`src/rtl/correlator_scheduler_pkg.sv`:
```
// Shared constants and FSM state type for the correlator scheduler.
package correlator_scheduler_pkg;

    localparam int unsigned CodeLenDef   = 15;
    localparam int unsigned NumPhasesDef = 4;
    localparam int unsigned AccW         = 8;
    // Smallest slot that fits a full two-code sweep plus the idle cycle before the next tick.
    localparam int unsigned SampleDivMin = 2 * CodeLenDef + 6;

    typedef enum logic [2:0] {
        StIdle,
        StClrRef,
        StSweepRef,
        StWaitRef,
        StLatchRef,
        StSweepOrth,
        StWaitOrth,
        StLatchOrth
    } state_e;

endpackage

```
`src/rtl/correlator_scheduler_if.sv`:
```
// Control/result bundle between the scheduler and the correlator datapath.
interface correlator_scheduler_if;
    import correlator_scheduler_pkg::*;

    logic                   enable;
    logic                   ovr_clr;
    logic signed [AccW-1:0] acc_in;
    logic                   sample_en;
    logic [1:0]             phase;
    logic                   acc_clr;
    logic                   acc_en;
    logic [7:0]             tap_idx;
    logic                   code_sel;
    logic signed [AccW-1:0] ref_corr;
    logic signed [AccW-1:0] orth_corr;
    logic                   corr_valid;
    logic                   busy;
    logic                   overrun;

    modport master (
        input  enable, ovr_clr, acc_in,
        output sample_en, phase, acc_clr, acc_en, tap_idx, code_sel,
               ref_corr, orth_corr, corr_valid, busy, overrun
    );

    modport slave (
        output enable, ovr_clr, acc_in,
        input  sample_en, phase, acc_clr, acc_en, tap_idx, code_sel,
               ref_corr, orth_corr, corr_valid, busy, overrun
    );

endinterface

```
`src/rtl/correlator_scheduler_sample_divider.sv`:
```
// Sample-slot divider: produces one tick per SAMPLE_DIV cycles and the round-robin phase.
module correlator_scheduler_sample_divider #(
    parameter int unsigned SAMPLE_DIV = 64,
    parameter int unsigned NUM_PHASES = 4
) (
    input  logic       clk,
    input  logic       rst_n,
    input  logic       enable,
    output logic       tick,
    output logic [1:0] phase
);

    localparam int unsigned CntW = $clog2(SAMPLE_DIV);
    localparam logic [CntW-1:0] DivMax  = CntW'(SAMPLE_DIV - 1);
    localparam logic [1:0]      PhaseMax = 2'(NUM_PHASES - 1);

    logic [CntW-1:0] div_cnt_q, div_cnt_d;
    logic [1:0]      phase_q, phase_d;

    // Next-state: divider parks at 0 while disabled; phase steps once per tick.
    always_comb begin
        tick      = enable && (div_cnt_q == DivMax);
        div_cnt_d = div_cnt_q;
        phase_d   = phase_q;
        if (!enable || tick) begin
            div_cnt_d = '0;
        end else begin
            div_cnt_d = div_cnt_q + 1'b1;
        end
        if (tick) begin
            phase_d = (phase_q == PhaseMax) ? 2'd0 : phase_q + 2'd1;
        end
    end

    // Divider and phase registers.
    always_ff @(posedge clk or negedge rst_n) begin
        if (!rst_n) begin
            div_cnt_q <= '0;
            phase_q   <= '0;
        end else begin
            div_cnt_q <= div_cnt_d;
            phase_q   <= phase_d;
        end
    end

    assign phase = phase_q;

endmodule

```
`src/rtl/correlator_scheduler.sv`:
```
// Sweep sequencer for the Gold-code correlator: reference sweep, then orthogonal sweep,
// then both sums latched and flagged once per sample slot.
module correlator_scheduler
    import correlator_scheduler_pkg::*;
#(
    parameter int unsigned CODE_LEN   = CodeLenDef,
    parameter int unsigned NUM_PHASES = NumPhasesDef,
    parameter int unsigned SAMPLE_DIV = 64
) (
    input  logic                  clk,
    input  logic                  rst_n,
    correlator_scheduler_if.master bus
);

    localparam logic [7:0] TapLast = 8'(CODE_LEN - 1);

    logic                   tick;
    state_e                 state_q, state_d;
    logic [7:0]             tap_q, tap_d;
    logic signed [AccW-1:0] ref_q, ref_d;
    logic signed [AccW-1:0] orth_q, orth_d;
    logic                   ovr_q, ovr_d;

    correlator_scheduler_sample_divider #(
        .SAMPLE_DIV (SAMPLE_DIV),
        .NUM_PHASES (NUM_PHASES)
    ) u_divider (
        .clk    (clk),
        .rst_n  (rst_n),
        .enable (bus.enable),
        .tick   (tick),
        .phase  (bus.phase)
    );

    // FSM next-state, datapath strobes and result latching.
    always_comb begin
        state_d         = state_q;
        tap_d           = '0;
        ref_d           = ref_q;
        orth_d          = orth_q;
        ovr_d           = ovr_q;
        bus.acc_clr     = 1'b0;
        bus.acc_en      = 1'b0;
        bus.tap_idx     = '0;
        bus.code_sel    = 1'b0;
        bus.corr_valid  = 1'b0;
        unique case (state_q)
            StIdle: begin
                if (tick) state_d = StClrRef;
            end
            StClrRef: begin
                bus.acc_clr = 1'b1;
                state_d     = StSweepRef;
            end
            StSweepRef: begin
                bus.acc_en  = 1'b1;
                bus.tap_idx = tap_q;
                tap_d       = tap_q + 8'd1;
                if (tap_q == TapLast) begin
                    tap_d   = '0;
                    state_d = StWaitRef;
                end
            end
            StWaitRef: begin
                state_d = StLatchRef;
            end
            StLatchRef: begin
                bus.acc_clr  = 1'b1;
                bus.code_sel = 1'b1;
                if (!tick) ref_d = bus.acc_in;
                state_d      = StSweepOrth;
            end
            StSweepOrth: begin
                bus.acc_en   = 1'b1;
                bus.code_sel = 1'b1;
                bus.tap_idx  = tap_q;
                tap_d        = tap_q + 8'd1;
                if (tap_q == TapLast) begin
                    tap_d   = '0;
                    state_d = StWaitOrth;
                end
            end
            StWaitOrth: begin
                // Load here so orth_corr is already current while corr_valid is high.
                if (!tick) orth_d = bus.acc_in;
                state_d = StLatchOrth;
            end
            StLatchOrth: begin
                bus.corr_valid = !tick;
                state_d        = StIdle;
            end
            default: state_d = StIdle;
        endcase
        // A tick while busy abandons the current sweep and restarts it.
        if (tick && (state_q != StIdle)) begin
            state_d = StClrRef;
            tap_d   = '0;
        end
        if (bus.ovr_clr) ovr_d = 1'b0;
        if (tick && (state_q != StIdle)) ovr_d = 1'b1;
    end

    // State, tap counter, result latches and sticky overrun.
    always_ff @(posedge clk or negedge rst_n) begin
        if (!rst_n) begin
            state_q <= StIdle;
            tap_q   <= '0;
            ref_q   <= '0;
            orth_q  <= '0;
            ovr_q   <= 1'b0;
        end else begin
            state_q <= state_d;
            tap_q   <= tap_d;
            ref_q   <= ref_d;
            orth_q  <= orth_d;
            ovr_q   <= ovr_d;
        end
    end

    assign bus.sample_en = tick;
    assign bus.busy      = (state_q != StIdle);
    assign bus.ref_corr  = ref_q;
    assign bus.orth_corr = orth_q;
    assign bus.overrun   = ovr_q;

endmodule

```
`src/flat_wrapper.sv`:
```
// flat-port wrapper written by rule: the top's interface ports become plain ports
module correlator_scheduler_flat import correlator_scheduler_pkg::*;
#(
    parameter int unsigned CODE_LEN   = CodeLenDef,
    parameter int unsigned NUM_PHASES = NumPhasesDef,
    parameter int unsigned SAMPLE_DIV = 64
)
  (clk, rst_n, bus_enable, bus_ovr_clr, bus_acc_in, bus_sample_en, bus_phase, bus_acc_clr, bus_acc_en, bus_tap_idx, bus_code_sel, bus_ref_corr, bus_orth_corr, bus_corr_valid, bus_busy, bus_overrun);
  correlator_scheduler_if bus_i ();
  input  logic clk;
  input  logic rst_n;
  input wire logic [$bits(bus_i.enable)-1:0] bus_enable;
  input wire logic [$bits(bus_i.ovr_clr)-1:0] bus_ovr_clr;
  input wire logic [$bits(bus_i.acc_in)-1:0] bus_acc_in;
  output wire logic [$bits(bus_i.sample_en)-1:0] bus_sample_en;
  output wire logic [$bits(bus_i.phase)-1:0] bus_phase;
  output wire logic [$bits(bus_i.acc_clr)-1:0] bus_acc_clr;
  output wire logic [$bits(bus_i.acc_en)-1:0] bus_acc_en;
  output wire logic [$bits(bus_i.tap_idx)-1:0] bus_tap_idx;
  output wire logic [$bits(bus_i.code_sel)-1:0] bus_code_sel;
  output wire logic [$bits(bus_i.ref_corr)-1:0] bus_ref_corr;
  output wire logic [$bits(bus_i.orth_corr)-1:0] bus_orth_corr;
  output wire logic [$bits(bus_i.corr_valid)-1:0] bus_corr_valid;
  output wire logic [$bits(bus_i.busy)-1:0] bus_busy;
  output wire logic [$bits(bus_i.overrun)-1:0] bus_overrun;
  assign bus_i.enable = bus_enable;
  assign bus_i.ovr_clr = bus_ovr_clr;
  assign bus_i.acc_in = bus_acc_in;
  assign bus_sample_en = bus_i.sample_en;
  assign bus_phase = bus_i.phase;
  assign bus_acc_clr = bus_i.acc_clr;
  assign bus_acc_en = bus_i.acc_en;
  assign bus_tap_idx = bus_i.tap_idx;
  assign bus_code_sel = bus_i.code_sel;
  assign bus_ref_corr = bus_i.ref_corr;
  assign bus_orth_corr = bus_i.orth_corr;
  assign bus_corr_valid = bus_i.corr_valid;
  assign bus_busy = bus_i.busy;
  assign bus_overrun = bus_i.overrun;
  correlator_scheduler #(.CODE_LEN(CODE_LEN), .NUM_PHASES(NUM_PHASES), .SAMPLE_DIV(SAMPLE_DIV)) u_core (.clk(clk), .rst_n(rst_n), .bus(bus_i));
endmodule
```
`config.mk`:
```
export PLATFORM = sky130hd
export DESIGN_NAME = correlator_scheduler_flat
export DESIGN_NICKNAME = d
export VERILOG_FILES = /design/src/rtl/correlator_scheduler_pkg.sv /design/src/rtl/correlator_scheduler_if.sv /design/src/rtl/correlator_scheduler_sample_divider.sv /design/src/rtl/correlator_scheduler.sv /design/src/flat_wrapper.sv
export SDC_FILE = /design/constraint.sdc
export NUM_CORES = 1
export LEC_CHECK = 0
export ABC_AREA = 1
export CAP_MARGIN = 20
export CORE_UTILIZATION = 25
export DETAILED_ROUTE_END_ITERATION = 7
export DONT_BUFFER_PORTS = 1
export GPL_TIMING_DRIVEN = 0
export SETUP_SLACK_MARGIN = 0.15
export SLEW_MARGIN = 20
export SYNTH_ARGS = -nofsm -noshare
export SYNTH_HDL_FRONTEND = slang
export SYNTH_SLANG_ARGS = --single-unit
export TNS_END_PERCENT = 10
```
`constraint.sdc`:
```
create_clock -name clk -period 1.55 [get_ports clk]
set_clock_uncertainty 0.05 [all_clocks]
set_input_delay 0.31 -clock clk [delete_from_list [all_inputs] [get_ports clk]]
set_output_delay 0.31 -clock clk [all_outputs]
set_load 0.02 [all_outputs]
```
==> results.toml <==
[placement]
placed_area_sq_um = 1990
dp_cells = 307
place_congestion = 0.749
pre_cts_slack_ns = -0.0917
dp_hpwl_microns = 2800
portBuffers = 0

[timing]
finalWorstSetupSlack_ns = -0.209
rsz0062_at_grt = "true"
slew_headroom_pct = 79.9
fin_crit_ns = 1.76
whs_ns = 0.0630
finalSetupViolCount = 31
report.final.slew_viol_count = 0
fmax_mhz = 568
finalCritPeriodShare_pct = 114
finalHoldViolations = 0
tightest_slew_ns = 0.299

[setup_path]
path_cells = "inv_2 > ha_4 > nand2_4 > nand2_8 > inv_8 > nor2_4"
worst-path-max-fanout = 5
worstSetupStartpoint = "u_core.state_q[1]"
r2r-start = "u_core.state_q[0]"
slowest_stage = "dfrtp_1"
reg2reg_depth = 11
crit_arrival_ns = 1.40
path_depth = 6
max_stage_delay_ns = 0.43
r2r_setup_slack_ns = -0.08
end_kind = "output pin"
cp.required_ns = 1.19
start_kind = "flop"
worst-setup-path-type = "flop to output pin"
crit_buf_inv = 2
crit_end = "bus_tap_idx[0]"
worstReg2RegEnd = "u_core.state_q[1]"
critPathTopFamily = "flip-flops"

[layout]
final_area_sq_um = 2300
syn_to_final_growth_pct = 28.1
nNetsFinal = 255
diodes = 0
fin_cells = 332
drive_gt1_share_pct = 27.5

[logic_synthesis]
syn_inst = 211
synthArstFlopShare_pct = 100
post-synth-top-area-cell = "dfrtp_1"
yosys-top-cells-count = "nand2_1, dfrtp_1, inv_1"
avgSynthCellArea_sq_um = 8.52
syn_nets = 231
ys_ff_latch = 36
post-synth-top-count-cell = "nand2_1"
synth_cell_types = 24
yosys_warnings = 0
synth_top_area_share_pct = 50.1
synth_area_sq_um = 1800
yosysSeqAreaShare_pct = 50.1
synth-main-ff-cell = "dfrtp_1"
synth_edf_count = 0
ys_top_cells_by_area = "dfrtp_1, nand2_1, inv_1"

[clock_network]
path_clk_slew_ns = 0.08
cts_buffers = 5
clk-insertion-delay-late_ns = 0.29
clk_path_buf_depth = 2
cts_root_buffer = "clkbuf_8"
cts_tree = "done"
htree_levels = 2
cts_sinks = 36

[routing]
routedWlPerCell_microns = 12.2
drt_iter0_markers = 57
drtAntennaViolNets = 0
drtPass1Iterations = 4
routed_wl_microns = 4050
dr_total_vias = 1436
drc_errors = 0
vias_per_cell = 4.33

[power_and_ir_drop]
switchingPower_mw = 0.460
power_frac_seq_pct = 57.1
power_density_nw_per_um2 = 771
clkPwrFrac_pct = 38.5
p_leak_nw = 1.08
p_int_mw = 1.31
p_total_mw = 1.77
peakVddDrop_mv = 0.277
combPwrFrac_pct = 4.4
p_sw_share_pct = 26.0

[flow_run]
cap_violations = 0

[global_route]
antenna_found_initial = 1
first_global_vias = 1376
grt.overflow.total = 0
grt_pass1_wl_microns = 6640
grtUsageTotal_pct = 11.6
grt_max_degree = 37

[floorplan]
die_y_microns = 86.8
die_w_microns = 86.8
num_rows = 30
core_sq_um = 6870
start_util_pct = 26.2
dieArea_sq_um = 7530
ios = 45

[hold_path]
hp-class = "primary input to flop"

[outcome]
violations = "setup timing"
status = "finished, violations left"
==> per-stage QoR <==
stage | utilization [%] | setup TNS, ns
global placement | 29.0 | -0.364
detailed placement | 29.0 | -0.861
finish | 33.5 | -2.98
CTS | 32.8 | -3.54
floorplan | - | 0
global route | 33.5 | -6.18
==> cell families (layout without fill, tap and decap cells) <==
logic type	count (synthesis)	after routing	share of synthesized area (%)
fa+ha+maj	8	8	5.57
flops	36	36	50.1
compound gates	25	25	7.24
buf+inv	37	62	8.43
simple gates	101	101	26.7
xor+xnor	4	4	1.95
==> worst min-delay path by stage <==
| stage | startpoint | to | slack [ns] | cells past startpoint |
|---|---|---|---|---|
| 2_1_floorplan | rst_n | u_core.bus.orth_corr[0] | -0.04 | 0 |
| 3_3_place_gp | rst_n | u_core.u_divider.div_cnt_q[2] | -0.03 | 0 |
| 3_5_place_dp | rst_n | u_core.u_divider.div_cnt_q[2] | -0.03 | 0 |
| 4_1_cts | bus_ovr_clr | u_core.bus.overrun | 0.05 | 1 |
| 5_1_grt | bus_ovr_clr | u_core.bus.overrun | 0.06 | 1 |
| 6_report | bus_ovr_clr | u_core.bus.overrun | 0.06 | 1 |
==> area by class of cell <==
cell class / count / area (sq um)
repair buffers: 16 / 139
inverters: 34 / 139
clock buffers: 5 / 68.8
multi-input cells: 138 / 885
plain buffers: 3 / 23.8
clock inverters: 3 / 18.8
well taps: 96 / 120
fillers: 730 / 4570
flip-flops and latches: 36 / 901
repair inverters: 1 / 6.26
==> routing by layer <==
metal	GRT usage [%]	wire, microns	vias to the layer above
met5	0	13	-
met4	4.39	76	2
met3	4.29	228	10
met2	19.0	1890	34
met1	13.8	1850	683
li1	-	-	707
==> placed cells by master (no fill, tap or decap), types with 2 or more instances in the layout <==
cell      Yosys  final
nand2_2       2      3
nor3_2        0      2
inv_1        32     25
ha_1          8      4
nand2_4       2      3
ha_2          0      2
buf_4         1     14
nor3_1        4      2
clkinv_2      0      2
inv_2         2      7
xor2_1        3      3
nand4_1       5      5
o21ai_1       0      3
o21ai_0      21     17
dfrtp_1      36     36
a21oi_1       2      2
nor2_4        2     11
ha_4          0      2
buf_6         1      2
nand2_1      44     41
nor2_1       31     21
nand3_1       8      8
clkbuf_8      0      5
==> flip-flops by register name, summed over array words and instances (netlist names) <==
register and cells:
u_core.bus.ref_corr 8, u_core.bus.orth_corr 8, u_core.bus.overrun 1, u_core.tap_q 8
u_core.u_divider.div_cnt_q 6, u_core.u_divider.phase 2, u_core.state_q 3
==> power groups by stage <==
stage	Combinational [mW]	Sequential (mW)	Clock, mW
final	0.0778	1.01	0.684
after global routing	0.0911	1.02	0.746
after CTS	0.0685	1.01	0.718
after detailed placement	0.0357	1.03	0
after global placement	0.0347	1.03	0
after floorplan	0.0308	1.03	0
==> timing repair <==
action	in CTS	in global routing
hold buffers	2	0
pin swaps	10	5
cloned	1	0
resized for setup	19	8
setup buffers	9	5
endpoints found under the hold margin	36	0
endpoints found under the setup margin	47	49
(Power assumes the default switching activity.)
